==> src/rtl/adpll_lock_ctrl_if.sv <==
// Request channel of the ADPLL lock controller: M request handshake plus the
// reject pulse for illegal (zero) factors.
interface adpll_lock_ctrl_if;
  logic       REQ_VALID;
  logic [2:0] REQ_M;
  logic       REQ_READY;
  logic       REQ_ERR;

  modport master (
    output REQ_VALID,
    output REQ_M,
    input  REQ_READY,
    input  REQ_ERR
  );

  modport slave (
    input  REQ_VALID,
    input  REQ_M,
    output REQ_READY,
    output REQ_ERR
  );
endinterface

==> src/rtl/adpll_lock_ctrl.sv <==
// ADPLL lock sequencer: applies M, pulses the ADPLL reset, waits for a stable
// LOCK within a timeout, retries a bounded number of times and watches for loss of lock.
module adpll_lock_ctrl #(
  parameter int unsigned RST_CYCLES    = 4,
  parameter int unsigned LOCK_TIMEOUT  = 1024,
  parameter int unsigned STABLE_CYCLES = 16,
  parameter int unsigned LOL_CYCLES    = 8,
  parameter int unsigned MAX_RETRY     = 3
) (
  input  logic                    REF_CLK,
  input  logic                    RESET,
  adpll_lock_ctrl_if.slave        req,
  input  logic                    LOCK,
  output logic [2:0]              M,
  output logic                    PLL_RST,
  output logic                    READY,
  output logic                    FAIL,
  output logic                    LOL
);

  localparam int unsigned RstW    = $clog2(RST_CYCLES + 1);
  localparam int unsigned TimerW  = $clog2(LOCK_TIMEOUT + 1);
  localparam int unsigned StableW = $clog2(STABLE_CYCLES + 1);
  localparam int unsigned LowW    = $clog2(LOL_CYCLES + 1);
  localparam int unsigned RetryW  = $clog2(MAX_RETRY + 1);

  localparam logic [RstW-1:0]    RstLast    = RstW'(RST_CYCLES - 1);
  localparam logic [TimerW-1:0]  TimerLast  = TimerW'(LOCK_TIMEOUT - 1);
  localparam logic [TimerW-1:0]  TimerMax   = TimerW'(LOCK_TIMEOUT);
  localparam logic [StableW-1:0] StableLast = StableW'(STABLE_CYCLES - 1);
  localparam logic [StableW-1:0] StableMax  = StableW'(STABLE_CYCLES);
  localparam logic [LowW-1:0]    LowLast    = LowW'(LOL_CYCLES - 1);
  localparam logic [LowW-1:0]    LowMax     = LowW'(LOL_CYCLES);
  localparam logic [RetryW-1:0]  RetryMax   = RetryW'(MAX_RETRY);

  typedef enum logic [2:0] {
    StIdle,
    StPllRst,
    StAcquire,
    StConfirm,
    StLocked,
    StFailed
  } state_e;

  state_e               state_q, state_d;
  logic [RstW-1:0]      rst_cnt_q, rst_cnt_d;
  logic [TimerW-1:0]    timer_q, timer_d;
  logic [StableW-1:0]   stable_q, stable_d;
  logic [LowW-1:0]      low_q, low_d;
  logic [RetryW-1:0]    retry_q, retry_d;
  logic [2:0]           m_d;
  logic                 req_err_d, lol_d;
  logic                 accept;
  logic [RetryW-1:0]    retry_inc;
  logic [TimerW-1:0]    timer_inc;

  assign accept    = req.REQ_VALID && req.REQ_READY;
  assign retry_inc = (retry_q >= RetryMax) ? retry_q : retry_q + RetryW'(1);
  assign timer_inc = (timer_q >= TimerMax) ? timer_q : timer_q + TimerW'(1);

  always_comb begin
    state_d   = state_q;
    rst_cnt_d = rst_cnt_q;
    timer_d   = timer_q;
    stable_d  = stable_q;
    low_d     = low_q;
    retry_d   = retry_q;
    m_d       = M;
    req_err_d = 1'b0;
    lol_d     = 1'b0;

    unique case (state_q)
      StIdle, StFailed: ;
      StPllRst: begin
        if (rst_cnt_q >= RstLast) begin
          state_d = StAcquire;
        end else begin
          rst_cnt_d = rst_cnt_q + RstW'(1);
        end
      end
      StAcquire: begin
        timer_d = timer_inc;
        // Lock completion wins over a timeout landing in the same cycle.
        if (LOCK && (STABLE_CYCLES == 1)) begin
          state_d = StLocked;
        end else if (timer_q >= TimerLast) begin
          retry_d = retry_inc;
          state_d = (retry_inc < RetryMax) ? StPllRst : StFailed;
        end else if (LOCK) begin
          state_d  = StConfirm;
          stable_d = StableW'(1);
        end
      end
      StConfirm: begin
        timer_d = timer_inc;
        if (LOCK && (stable_q >= StableLast)) begin
          state_d = StLocked;
        end else if (timer_q >= TimerLast) begin
          retry_d = retry_inc;
          state_d = (retry_inc < RetryMax) ? StPllRst : StFailed;
        end else if (LOCK) begin
          stable_d = (stable_q >= StableMax) ? stable_q : stable_q + StableW'(1);
        end else begin
          state_d  = StAcquire;
          stable_d = '0;
        end
      end
      StLocked: begin
        low_d = LOCK ? '0 : ((low_q >= LowMax) ? low_q : low_q + LowW'(1));
        if (!LOCK && (low_q >= LowLast)) begin
          lol_d   = 1'b1;
          retry_d = '0;
          state_d = StPllRst;
        end
      end
      default: state_d = StIdle;
    endcase

    // An accepted request overrides loss of lock; a zero factor only reports an error.
    if (accept) begin
      lol_d = 1'b0;
      if (req.REQ_M != 3'd0) begin
        m_d     = req.REQ_M;
        retry_d = '0;
        state_d = StPllRst;
      end else begin
        req_err_d = 1'b1;
        retry_d   = retry_q;
        state_d   = state_q;
      end
    end

    if ((state_d == StPllRst) && ((state_q != StPllRst) || accept)) begin
      rst_cnt_d = '0;
      timer_d   = '0;
      stable_d  = '0;
    end
    if ((state_d == StLocked) && (state_q != StLocked)) begin
      low_d = '0;
    end
  end

  always_ff @(posedge REF_CLK) begin
    if (RESET) begin
      state_q       <= StIdle;
      rst_cnt_q     <= '0;
      timer_q       <= '0;
      stable_q      <= '0;
      low_q         <= '0;
      retry_q       <= '0;
      M             <= 3'd0;
      PLL_RST       <= 1'b1;
      req.REQ_READY <= 1'b1;
      READY         <= 1'b0;
      FAIL          <= 1'b0;
      req.REQ_ERR   <= 1'b0;
      LOL           <= 1'b0;
    end else begin
      state_q       <= state_d;
      rst_cnt_q     <= rst_cnt_d;
      timer_q       <= timer_d;
      stable_q      <= stable_d;
      low_q         <= low_d;
      retry_q       <= retry_d;
      M             <= m_d;
      PLL_RST       <= (state_d == StIdle) || (state_d == StPllRst) || (state_d == StFailed);
      req.REQ_READY <= (state_d == StIdle) || (state_d == StLocked) || (state_d == StFailed);
      READY         <= (state_d == StLocked);
      FAIL          <= (state_d == StFailed);
      req.REQ_ERR   <= req_err_d;
      LOL           <= lol_d;
    end
  end

endmodule

==> src/flat_wrapper.sv <==
// flat-port wrapper written by rule: the top's interface ports become plain ports
module adpll_lock_ctrl_flat 
#(
  parameter int unsigned RST_CYCLES    = 4,
  parameter int unsigned LOCK_TIMEOUT  = 1024,
  parameter int unsigned STABLE_CYCLES = 16,
  parameter int unsigned LOL_CYCLES    = 8,
  parameter int unsigned MAX_RETRY     = 3
)
  (REF_CLK, RESET, LOCK, M, PLL_RST, READY, FAIL, LOL, req_REQ_VALID, req_REQ_M, req_REQ_READY, req_REQ_ERR);
  adpll_lock_ctrl_if req_i ();
  input  logic REF_CLK;
  input  logic RESET;
  input  logic LOCK;
  output logic [2:0] M;
  output logic PLL_RST;
  output logic READY;
  output logic FAIL;
  output logic LOL;
  input wire logic [$bits(req_i.REQ_VALID)-1:0] req_REQ_VALID;
  input wire logic [$bits(req_i.REQ_M)-1:0] req_REQ_M;
  output wire logic [$bits(req_i.REQ_READY)-1:0] req_REQ_READY;
  output wire logic [$bits(req_i.REQ_ERR)-1:0] req_REQ_ERR;
  assign req_i.REQ_VALID = req_REQ_VALID;
  assign req_i.REQ_M = req_REQ_M;
  assign req_REQ_READY = req_i.REQ_READY;
  assign req_REQ_ERR = req_i.REQ_ERR;
  adpll_lock_ctrl #(.RST_CYCLES(RST_CYCLES), .LOCK_TIMEOUT(LOCK_TIMEOUT), .STABLE_CYCLES(STABLE_CYCLES), .LOL_CYCLES(LOL_CYCLES), .MAX_RETRY(MAX_RETRY)) u_core (.REF_CLK(REF_CLK), .RESET(RESET), .req(req_i), .LOCK(LOCK), .M(M), .PLL_RST(PLL_RST), .READY(READY), .FAIL(FAIL), .LOL(LOL));
endmodule
==> config.mk <==
export PLATFORM = sky130hd
export DESIGN_NAME = adpll_lock_ctrl_flat
export DESIGN_NICKNAME = d
export VERILOG_FILES = /design/src/rtl/adpll_lock_ctrl_if.sv /design/src/rtl/adpll_lock_ctrl.sv /design/src/flat_wrapper.sv
export SDC_FILE = /design/constraint.sdc
export NUM_CORES = 1
export LEC_CHECK = 0
export ABC_AREA = 1
export CAP_MARGIN = 20
export CORE_ASPECT_RATIO = 1.25
export CORE_MARGIN = 2
export CORE_UTILIZATION = 51
export DETAILED_ROUTE_END_ITERATION = 12
export PLACE_DENSITY = 0.72
export SLEW_MARGIN = 20
export SYNTH_ARGS = -nofsm -noshare
export SYNTH_HDL_FRONTEND = slang
export SYNTH_SLANG_ARGS = --single-unit
==> constraint.sdc <==
create_clock -name REF_CLK -period 2 [get_ports REF_CLK]
set_input_delay 0.2 -clock REF_CLK [delete_from_list [all_inputs] [get_ports REF_CLK]]
set_output_delay 0.2 -clock REF_CLK [all_outputs]
set_load 0.01 [all_outputs]
==> results of run 1 <==
-- path summary, 6_finish.rpt --
path,from,end,slack (ns),depth (start not counted)
max reg2reg,u_core.stable_q[1],u_core.rst_cnt_q[2],0.003,17
max,u_core.stable_q[1],u_core.rst_cnt_q[2],0.003,17
min reg2reg,u_core.M[1],u_core.M[1],0.47,2
min,u_core.M[1],u_core.M[1],0.47,2
-- what timing repair did --
item | 4_1_cts | 5_1_grt
hold buffers | 0 | 0
gates cloned | 2 | 1
resized for setup | 6 | 25
setup buffers | 0 | 1
endpoints found under the setup margin | 19 | 26
pin swaps | 0 | 9
-- registers in the layout, indices dropped and copies added, names as in the netlist --
signal	count
u_core.stable_q	5
u_core.rst_cnt_q	3
u_core.low_q	4
u_core.req.REQ_READY	1
u_core.state_q	3
u_core.READY	1
u_core.req.REQ_ERR	1
u_core.FAIL	1
u_core.timer_q	11
u_core.M	3
u_core.retry_q	2
u_core.PLL_RST	1
u_core.LOL	1
-- kinds of logic (layout without fill, tap and decap cells) --
logic type | Yosys count | after routing | synth area share (%)
multiplexers | 1 | 1 | 0.5428
adder cells (fa/ha/maj) | 6 | 6 | 4.070
AND/OR/NAND/NOR | 144 | 147 | 33.85
buffers and inverters | 37 | 68 | 7.938
flip-flops | 37 | 37 | 40.16
XOR/XNOR | 11 | 11 | 5.224
AO/OA/AOI/OAI | 26 | 26 | 8.209
-- cell usage in the layout (no fill, tap or decap), types with 2 or more instances in the layout --
| cell | n |
|---|---|
| a21oi_1 | 11 |
| a21oi_2 | 2 |
| buf_4 | 11 |
| clkbuf_8 | 5 |
| clkdlybuf4s50_1 | 15 |
| clkinv_2 | 2 |
| dfxtp_1 | 35 |
| ha_1 | 4 |
| inv_1 | 30 |
| inv_2 | 4 |
| nand2_1 | 50 |
| nand2_2 | 7 |
| nand2_4 | 5 |
| nand3_1 | 13 |
| nand4_1 | 6 |
| nor2_1 | 46 |
| nor2_2 | 5 |
| nor2_4 | 5 |
| nor3_1 | 6 |
| o21ai_0 | 7 |
| xnor2_1 | 7 |
| xor2_1 | 4 |
-- final cells by class --
type                    instances  area, um2
clock buffers                   5      68.82
clock inverters                 3      17.52
fillers                       324       1154
inverters                      34      127.6
multi-input cells             191       1089
flip-flops and latches         37      745.7
well taps                      39      48.80
repair buffers                 26      232.7
-- where the power goes --
part,internal [mW],switching (mW)
Sequential,0.765,0.0196
Clock,0.240,0.259
Combinational,0.122,0.182
-- through the flow --
step	total power, mW	hold WS, ns	utilization, %
floorplan	0.9539	0.3487	-
global placement	1.036	0.4502	60.27
detailed placement	1.038	0.4550	60.27
CTS	1.573	0.4716	64.08
global route	1.671	0.4944	66.88
finish	1.586	0.4734	66.88
-- routing by layer --
| layer | routed length, um | vias up | share of wire [%] | track usage (%) |
|---|---|---|---|---|
| met2 | 1801 | 33 | 48 | 32.20 |
| li1 | - | 899 | - | - |
| met5 | 0 | - | 0 | 0 |
| met1 | 1680 | 764 | 45 | 24.23 |
| met4 | 131 | 0 | 3.5 | 9.819 |
| met3 | 141 | 14 | 3.8 | 5.415 |
-- critical path, delay by kind of cell (launching register included) --
family        cells  cell delay [ns]
simple gates     15             1.24
fa+ha+maj         2             0.30
flops             1             0.37
==> metrics.md, run 1 <==
| Metric | Value |
|---|---|
| Synth async-reset ratio | `0%` |
| Total GRT Usage | `19.92%` |
| Setup Skew | `0.003720 ns` |
| Final antenna-violating net count | `0` |
| Clk buf depth | `2` |
| DRC Markers | `0` |
| Static Leakage | `0.9248 nW` |
| Critical path class | `register to register` |
| Core area | `0.003483 mm2` |
| Synthesis Warnings | `0` |
| Slew @ Worst Pin | `approximately 0.60 ns` |
| ANT cells | `0` |
| VDD IR max | `575.3 uV` |
| Total grt overflow | `0` |
| Clock tree from TritonCTS | `done` |
| Initial antenna violation count | `0` |
| Max_cap viols | `0` |
| Effective utilization at floorplan | `52.95%` |
| DIE WIDTH | `between 50 and 60 um` |
| Cells after synthesis | `262` |
| CP max-delay cell | `dfxtp_4` |
| Global-route wire length before repair | `approximately 6500 um` |
| Fin. Hold Viols | `0` |
| CP max FO | `5` |
| Design area | `approximately 0.0023 mm2` |
| Crit path arrival time | `2.19 ns` |
| Yosys top cell area share | `about two fifths` |
| Area post-placement | `0.002100 mm2` |
| Final net count | `308` |
| CP peak stage delay | `0.37 ns` |
| Top cells by area, synth | `dfxtp_1 40%, nand2_1 11%, nor2_1 11%` |
| CTS sink count | `37` |
| Final wirelength | `3754 um` |
| Peak Freq | `~500 MHz` |
| Fin Setup TNS | `0 ns` |
| Layout area overhead | `26.32%` |
| Pwr dens | `681.0 mW/mm2` |
| GPL Wtd Cong | `0.8813` |
| Seq/Total Area, Yosys | `between 40% and 50%` |
| Via/cell ratio | `5.104` |
| Iter 0 DRT Violations | `39` |
| Crit share post-route | `99.85%` |
| EDFF count, synth | `0` |
| CTS root buffer | `clkbuf_8` |
| # IOs | `16` |
| Commonest cells post-synth | `55 x nand2_1, 52 x nor2_1, 37 x dfxtp_1` |
| Skew-Pair Late Insertion Delay | `0.29 ns` |
| H-tree depth | `2` |
| Share of layout cells above drive strength 1 | `18.92%` |
| Die Y | `71.24 um` |
| Vias | `1710` |
| Number of port buffers | `15` |
| Area leader, netlist | `dfxtp_1` |
| Num rows | `24` |
| Syn avg cell area | `approximately 7.0 um2` |
| Count leader, synth | `nand2_1` |
| Status | `completed` |
| Final setup violation count | `0` |
| RSZ-0062 raised after global routing | `true` |
| Tmin final | `1.997 ns` |
| Crit. End Element | `register` |
| Clock Pin Slew Worst Setup and Hold Paths | `0.07 ns` |
| Library cells used by synthesis | `26` |
| Dpl cells | `between 300 and 400` |
| Slew Limit Fails | `0` |
| Syn_nets | `approximately 280` |
| Vias in the first global route | `1527` |
| Placement Setup Slack | `-0.03943 ns` |
| Setup ws final | `a little under 0.003 ns` |
| Startpoint types | `register` |
| DP HPWL | `2605 um` |
| Seq cells post-synth | `37` |
| Synthesized area | `about 0.0018 mm2` |
| Crit-path cells | `ha_4, nand2_4, nor2_4, ha_2, nor2_1, nand2_1, nand2_2, nor2_4, nor2_4, nand2_1, nand2_1, nand2_1, nand2_2, nor2_4, nand2_4, nand2_4, nor2_1` |
| Pin count of the biggest net entering global routing | `13` |
| Final cell count without fillers | `335` |
| Slew headroom | `roughly 60%` |
| Min-delay worst type | `register to register` |
| Die ar. | `0.004116 mm2` |
| Pre-antenna DRT Iters | `4` |
| CP Data Required Time | `2.19 ns` |
| Num CTS Buffers | `5` |
| Ys flop type | `dfxtp_1` |
| WL per Instance | `about 11 um` |
(Power assumes the default switching activity.)
==> inputs of run 2 (changes only) <==
--- a/config.mk
+++ b/config.mk
@@ -6,12 +6,11 @@
 export NUM_CORES = 1
 export LEC_CHECK = 0
 export ABC_AREA = 1
-export CAP_MARGIN = 20
 export CORE_ASPECT_RATIO = 1.25
 export CORE_MARGIN = 2
-export CORE_UTILIZATION = 51
+export CORE_UTILIZATION = 61
 export DETAILED_ROUTE_END_ITERATION = 12
-export PLACE_DENSITY = 0.72
+export PLACE_DENSITY = 0.81
 export SLEW_MARGIN = 20
 export SYNTH_ARGS = -nofsm -noshare
 export SYNTH_HDL_FRONTEND = slang
==> constraint.sdc (replaced) <==
create_clock -name REF_CLK -period 2.45 [get_ports REF_CLK]
set_input_delay 0.245 -clock REF_CLK [delete_from_list [all_inputs] [get_ports REF_CLK]]
set_output_delay 0.245 -clock REF_CLK [all_outputs]
set_load 0.01 [all_outputs]
==> run 2 against run 1 <==
Net effect:
- critical path type unchanged
- global-route usage rose by 3.1 points
- hold slack got worse by 0.0044 ns
- total power fell by 27%
- largest cell class unchanged
- clock skew rose by 0.0061 ns
==> metrics.md, run 2 (synthesized netlist as in run 1, its figures left out) <==
| Metric | Value |
|---|---|
| Status | `completed` |
| Clock tree from TritonCTS | `done` |
| Die Y | `65.48 um` |
| Number of port buffers | `15` |
| GPL Wtd Cong | `0.8387` |
| Startpoint types | `register` |
| R2R Path Start | `u_core.stable_q[0]` |
| DIE WIDTH | `53.18 um` |
| CP max-delay cell | `dfxtp_1` |
| DP HPWL | `2611 um` |
| Global-route wire length before repair | `5920 um` |
| Hold_buf cts | `0` |
| Die ar. | `~0.0035 mm2` |
| Vias in the first global route | `1487` |
| Cell family with most CP delay | `simple AND/OR/NAND/NOR gates` |
| Crit path arrival time | `2.42 ns` |
| Tmin final | `about 2.2 ns` |
| Static Leakage | `0.8252 nW` |
| CP peak stage delay | `0.43 ns` |
| Biggest regs | `u_core.timer_q: 11 flops, u_core.stable_q: 5 flops, u_core.low_q: 4 flops` |
| Core area | `0.002918 mm2` |
| CP max FO | `19` |
| Crit. End Element | `register` |
| Crit. path cell count | `17` |
| Commonest non-fill, non-tap cell in the layout | `nand2_1` |
| Max_cap viols | `0` |
| # IOs | `16` |
| CTS sink count | `37` |
| Fin Setup TNS | `0 ns` |
| Crit path launch | `u_core.stable_q[0]` |
| Num CTS Buffers | `5` |
| Placement Setup Slack | `0.2920 ns` |
| Crit-path cells | `ha_1, nand2_1, nor2_1, ha_1, nor2_1, nand2_1, nand2_1, nor2_2, nor2_2, nand2_1, nand2_1, nand2_1, nand2_2, nor2_2, nand2_2, nand2_4, nor2_1` |
| Final antenna-violating net count | `0` |
| Slew @ Worst Pin | `0.4283 ns` |
| ANT cells | `0` |
| Min-delay worst type | `register to register` |
| Worst Setup EP | `u_core.timer_q[8]` |
| DRC Markers | `0` |
| Iter 0 DRT Violations | `65` |
| Pin count of the biggest net entering global routing | `20` |
| Skew-Pair Late Insertion Delay | `0.34 ns` |
| H-tree depth | `2` |
| Filler Cell Count | `254` |
| Via/cell ratio | `just over 5` |
| R2R depth | `17` |
| CTS root buffer | `clkbuf_4` |
| Slew headroom | `71.45%` |
| Layout area overhead | `13.09%` |
| Num rows | `22` |
| Clk buf depth | `2` |
| Vias | `between 1500 and 2000` |
| R2R Path End | `u_core.timer_q[8]` |
| Final setup violation count | `0` |
| Clock Pin Slew Worst Setup and Hold Paths | `approximately 0.12 ns` |
| Critical path class | `register to register` |
| Cts repair resizes | `0` |
| Final net count | `between 200 and 300` |
| Peak Freq | `457.5 MHz` |
| VDD IR max | `412.2 uV` |
| Final cell count without fillers | `318` |
| Setup ws final | `about 0.26 ns` |
| WHS | `approximately 0.47 ns` |
| CP Buf/Inv Count | `0` |
| Pre-antenna DRT Iters | `4` |
| Share of layout cells above drive strength 1 | `8.511%` |
| Crit share post-route | `89.22%` |
| WL per Instance | `approximately 11 um` |
| Dpl cells | `slightly above 300` |
| Initial antenna violation count | `0` |
| Slew Limit Fails | `0` |
| Effective utilization at floorplan | `63.21%` |
| Setup bufs post-CTS | `0` |
| Fin. Hold Viols | `0` |
| Reg with most FFs | `u_core.timer_q` |
| Number of flip-flops in the largest register | `11` |
| Total grt overflow | `0` |
| Setup Skew | `between 0.009 and 0.01 ns` |
| CP dominant cell by count | `nand2_1` |
| R2R Setup Slk | `0.26 ns` |
| RSZ-0062 raised after global routing | `false` |
| Pwr dens | `roughly 560 mW/mm2` |
| Total GRT Usage | `23.04%` |
| Commonest non-fill, non-tap cells in the layout | `55 x nand2_1, 52 x nor2_1, 37 x dfxtp_1` |
| Total power | `1.160 mW` |
| Final wirelength | `3413 um` |
| CP Data Required Time | `2.68 ns` |
run 2: changes by cell type in the layout (fill, tap and decap cells not counted), moves of 5 or more:
| cell | change |
|---|---|
| nor2_1 | +6 |
| nor2_4 | -5 |
| nand2_1 | +5 |
| buf_4 | -11 |
| clkbuf_4 | +5 |
run 2: where the power goes:
group          internal, mW  switching (mW)  total, mW
Combinational        0.0696           0.111      0.180
Sequential            0.625          0.0156      0.641
Clock                 0.140           0.199      0.339
run 2: how the worst min path moves through the flow:
stage / startpoint / endpoint / slack (ns) / cells after the start
final: u_core.M[0] / u_core.M[0] / 0.47 / 2
after global routing: u_core.M[1] / u_core.M[1] / 0.49 / 2
after CTS: u_core.M[2] / u_core.M[2] / 0.47 / 2
after detailed placement: u_core.M[2] / u_core.M[2] / 0.45 / 2
after global placement: u_core.M[2] / u_core.M[2] / 0.45 / 2
after floorplan: req_REQ_M[0] / u_core.M[0] / 0.39 / 2
run 2: through the flow:
step                      util [%]  instance area (um2)
after floorplan                  -                 1844
after global placement       69.25                 2021
after detailed placement     69.25                 2021
after CTS                    71.48                 2086
after global routing         71.48                 2086
final                        71.48                 2086
run 2: layout make-up:
type	instances	area, um2	share of cell area [%]
Timing Repair Buffer	15	150.1	7.199
Clock inverter	2	13.76	0.6599
Multi-Input combinational cell	188	957.2	45.89
Sequential cell	37	740.7	35.51
Clock buffer	6	51.30	2.460
Tap cell	36	45.04	2.160
Inverter	34	127.6	6.119
run 2: worst min-delay path, delay by kind of cell, from the launching register on:
family | cells | cell delay (ns)
AOI/OAI and AO/OA | 1 | 0.05
DFF | 1 | 0.33
and+or+nand+nor | 1 | 0.06
run 2: layer usage:
metal  track usage (%)  wire, um  vias up
met5                 0         0        -
met4             9.936        63        0
met3             7.045       135        6
met2             37.34      1633       28
met1             27.74      1580      734
li1                  -         -      861
==> RTL change 1, RTL diff (settings of run 1) <==
`LOL_CYCLES` is set to 8 in 2 places; all go to 16.
--- a/src/rtl/adpll_lock_ctrl.sv
+++ b/src/rtl/adpll_lock_ctrl.sv
@@ -6,3 +6,3 @@
   parameter int unsigned STABLE_CYCLES = 16,
-  parameter int unsigned LOL_CYCLES    = 8,
+  parameter int unsigned LOL_CYCLES    = 16,
   parameter int unsigned MAX_RETRY     = 3
--- a/src/flat_wrapper.sv
+++ b/src/flat_wrapper.sv
@@ -6,3 +6,3 @@
   parameter int unsigned STABLE_CYCLES = 16,
-  parameter int unsigned LOL_CYCLES    = 8,
+  parameter int unsigned LOL_CYCLES    = 16,
   parameter int unsigned MAX_RETRY     = 3
Function: same outputs for any inputs over 10 cycles, from zero or initial values and one cycle with RESET high; that may be too few to reach the edited logic, so the function may still have changed.
==> RTL change 1 against run 1 <==
The run now ends with setup timing left; routed wire length grew 16%; final cell count grew 6.6%; critical path depth shrank 3; utilization grew 0.68 points; die area grew 5.1%; cell area grew 7.9%; critical endpoint is now u_core.timer_q[9]; area after synthesis grew 5.4%; sequential power shrank 0.5%; total power shrank 3.5%; clock skew grew 0.0040 ns; sequential cell count grew 1; combinational power shrank 32%; hold slack lost 0.0089 ns; worst setup slack lost 0.043 ns.
==> RTL change 1: results (changes against run 1) <==
| Metric | Value |
|---|---|
| Setup WS post-layout | `-0.03964 ns (-0.04255 ns)` |
| DRT met1 WL | `1.822 mm (+8.5%)` |
| Measured slew at the worst slew-check pin | `0.4445 ns (-0.1512 ns)` |
| Clock buffers | `7 (+2)` |
| Fraction of area in multi-input gates | `0.4318 (-0.03540)` |
| Reg power frac | `0.510 (+0.016)` |
| Internal power component | `1152 µW (+2.3%)` |
| Area contributors post-synth | `dfxtp_1 39%, nand2_1 9.8%, nor2_1 7.1%, inv_1 6.9%, nor3_1 5.9%` |
| Crit Path Max Fanout | `9 (+4)` |
| Largest net degree at the start of global routing | `27 (+14)` |
| Placed insts | `341 (+5.6%)` |
| Critical path's slowest cell | `dfxtp_2` |
| Violated checks | `setup timing` |
| Final number of setup-violating endpoints | `14 (+14)` |
| Outcome | `complete, but fails checks` |
| Multi-input gates | `194 (+1.6%)` |
| Reg2Reg Depth | `14 (-3)` |
| DRT iter0 DRCs | `85 (+120%)` |
| Clk_skew | `0.007759 ns (+0.004039 ns)` |
| Critical Path End | `u_core.timer_q[9]` |
| Worst Setup Slack post-DPL | `-0.005719 ns (+0.03371 ns)` |
| Post-DR vias/cell | `5.199 (+1.8%)` |
| Seq_cells | `38 (+2.7%)` |
| Largest regs | `u_core.timer_q: 11 flops, u_core.low_q: 5 flops, u_core.stable_q: 5 flops` |
| Fraction of synthesized area in multiplexers | `0.01030 (+0.004869)` |
| Gpl congestion | `0.8150 (-7.5%)` |
| Global Route Usage Sum | `0.2073 (+0.008116)` |
| Post-synth cell types | `30 (+15%)` |
==> RTL change 1: timing repair <==
action | CTS | global route
pin swaps | 0 | 6
resized for setup | 1 | 22
gates cloned | 0 | 3
setup endpoints to repair | 3 | 23
buffers inserted | 0 | 5
==> RTL change 1: metal layers <==
| metal | track usage | up-vias |
|---|---|---|
| met5 | 0 | - |
| met4 | 0.1086 | 0 |
| met3 | 0.04787 | 12 |
| met2 | 0.3712 | 29 |
| met1 | 0.2191 | 841 |
| li1 | - | 974 |
==> RTL change 1: through the flow <==
stage	hold slack [ns]	area [µm²]	util	TNS [ns]
finish	0.4645	2515	0.6756	-0.3221
global route	0.4952	2515	0.6756	-2.741
CTS	0.4716	2351	0.6316	0
detailed placement	0.4612	2257	0.6064	-0.006589
global placement	0.4509	2257	0.6064	0
floorplan	0.3490	1944	-	0
==> RTL change 2, RTL diff (flow settings as in run 1) <==
Without the edit above. Re-encode `state_e` (6 states) as one-hot, 6 bits wide.
--- a/src/rtl/adpll_lock_ctrl.sv
+++ b/src/rtl/adpll_lock_ctrl.sv
@@ -35,9 +35,9 @@
 
-  typedef enum logic [2:0] {
-    StIdle,
-    StPllRst,
-    StAcquire,
-    StConfirm,
-    StLocked,
-    StFailed
+  typedef enum logic [5:0] {
+    StIdle    = 6'b000001,
+    StPllRst  = 6'b000010,
+    StAcquire = 6'b000100,
+    StConfirm = 6'b001000,
+    StLocked  = 6'b010000,
+    StFailed  = 6'b100000
   } state_e;
Function: same outputs for any inputs over 10 cycles, from zero or initial values and one cycle with RESET high; not proved beyond that.
==> RTL change 2 against run 1 <==
The flow now finishes with violations (setup timing); worst setup slack worse by 0.064 ns; routed wire length rose by 36%; combinational power fell by 4%; total power increased by 4.4%; clock power rose by 7.4%; die area grew 15%; via count is 22% higher; area after synthesis grew 16%; largest power group unchanged; non-clock buffer count is 28 higher; sequential cell count is 3 higher; cell area up 25%.
==> RTL change 2: results (changes against run 1) <==
| Metric | Value |
|---|---|
| Outcome | `complete, but fails checks` |
| Violated checks | `setup timing` |
| Hold wc startpoint | `u_core.M[2]` |
| TritonCTS Buffers | `5 (unchanged)` |
| Critical path's slowest cell | `dfxtp_2` |
| CTS clock-pin slew for the worst setup and hold paths | `0.08 ns` |
| Post-synth cell types | `30 (+15%)` |
| Worst Setup SP | `u_core.stable_q[1]` |
| Synth warn | `0 (unchanged)` |
| Routed via count | `2092 (+22%)` |
| Final net count | `380 (+23%)` |
| Post-synth top cells | `64 x nand2_1, 50 x nor2_1, 40 x dfxtp_1` |
| Detail Placement HPWL | `3.508 mm (+35%)` |
| Pleak | `0.001222 µW (+32%)` |
| Clk buf depth | `2 (unchanged)` |
| Mapped Nets | `320 (+16%)` |
| Initial antenna violation count | `0 (unchanged)` |
| Setup WS post-layout | `-0.06122 ns (-0.06413 ns)` |
| Worst ir drop on vdd | `0.5007 mV (-13%)` |
| Post-Place Cell Area | `0.002596 mm² (+24%)` |
| Global Route Usage Sum | `0.2195 (+0.02033)` |
| Vias in the first global route | `1949 (+28%)` |
| Commonest register cell after synthesis | `dfxtp_1` |
| Routed len/inst | `12.04 µm (+7.4%)` |
| Ys async rst share | `0 (unchanged)` |
| Worst hold path class | `flip-flop to flip-flop` |
| H-tree levels | `2 (unchanged)` |
| Filler cells | `325 (+0.31%)` |
| Skew-Pair Late Insertion Delay | `0.29 ns (about the same)` |
| DRC Markers | `0 (unchanged)` |
| Drt first pass iters | `4 (unchanged)` |
| Largest regs | `u_core.timer_q: 11 flops, u_core.state_q: 6 flops, u_core.stable_q: 5 flops` |
| Seq/Total Area, Yosys | `0.3734 (-0.02823)` |
| Root buffer cell | `clkbuf_8` |
| Crit-path max cell delay | `0.34 ns (-0.03 ns)` |
| Layout cells sized above 1 | `0.2970 (+0.1078)` |
| Crit Path Max Fanout | `3 (-2)` |
| Number of port buffers | `15 (unchanged)` |
| Clk_skew | `0.008304 ns (+0.004584 ns)` |
| Measured slew at the worst slew-check pin | `0.5723 ns (-0.02335 ns)` |
| Worst path top cell family by delay | `simple AND/OR/NAND/NOR gates` |
| DRT iter0 DRCs | `75 (+92%)` |
| Final number of setup-violating endpoints | `25 (+25)` |
| Antenna diodes | `0 (unchanged)` |
| First-pass GRT wire length | `8.155 mm (+26%)` |
| Largest net degree at the start of global routing | `14 (+1)` |
| Gpl congestion | `0.8488 (-3.7%)` |
| Area contributors post-synth | `dfxtp_1 37%, nand2_1 11%, nor2_1 8.8%, inv_1 6.7%, a21oi_1 5.4%` |
| Critical Path AT | `2.25 ns (+0.06 ns)` |
[RTL change 2: final cells by class]
| class | instances | share of cell area |
|---|---|---|
| multi-input cells | 225 | 0.4648 |
| well taps | 56 | 0.02401 |
| flip-flops and latches | 40 | 0.2762 |
| clock inverters | 1 | 0.003002 |
| repair buffers | 54 | 0.1544 |
| clock buffers | 7 | 0.02616 |
| inverters | 40 | 0.05146 |
[RTL change 2: metal layers]
| metal | vias to the layer above | GRT usage | part of all wire |
|---|---|---|---|
| li1 | 1088 | - | - |
| met1 | 974 | 0.2793 | 0.44 |
| met2 | 24 | 0.3729 | 0.53 |
| met3 | 6 | 0.03735 | 0.021 |
| met4 | 0 | 0.05106 | 0.0094 |
| met5 | - | 0 | 0 |
[RTL change 2: report_power, final]
part	internal (µW)	switching, µW	leakage (µW)	total, µW
combinational	126	167	0.000853	292
clock	249	287	0.0000424	536
sequential	815	13.3	0.000326	829
[RTL change 2: logic make-up after synthesis]
group | after synthesis | synth area share
multiplexers | 1 | 0.004668
buffers and inverters | 43 | 0.08343
AND/OR/NAND/NOR | 166 | 0.3576
flip-flops | 40 | 0.3734
adder cells (fa/ha/maj) | 7 | 0.04084
XOR/XNOR | 10 | 0.04084
AO/OA/AOI/OAI | 39 | 0.09919
[RTL change 2: metrics by stage]
stage | std cells | util | setup WS [ns] | power (µW) | TNS (ns)
after CTS | 422 | 0.6911 | -0.04228 | 1638 | -0.5286
after floorplan | 306 | - | 0.009114 | 994.2 | 0
final | 423 | 0.7175 | -0.06122 | 1657 | -0.9389
after detailed placement | 408 | 0.6385 | -0.1989 | 1074 | -3.964
after global placement | 408 | 0.6385 | -0.1318 | 1072 | -2.616
after global routing | 423 | 0.7175 | -0.1689 | 1714 | -3.922
[RTL change 2: final timing paths]
| path | end | slack, ns | depth (start not counted) |
|---|---|---|---|
| max reg2reg | u_core.req.REQ_READY | -0.06 | 16 |
| min reg2reg | u_core.M[2] | 0.47 | 2 |
| max | u_core.req.REQ_READY | -0.06 | 16 |
| min | u_core.M[2] | 0.47 | 2 |
[RTL change 2: worst min-delay path: cells and delay by family, from the launching register on]
kind,cells,cell delay (ns)
AOI/OAI and AO/OA,1,0.05
DFF,1,0.32
and+or+nand+nor,1,0.06
[RTL change 2: timing repair]
action,in CTS,in global routing
setup buffers,4,1
gates cloned,2,0
resized for setup,20,27
endpoints found under the setup margin,25,28
pin swaps,14,8
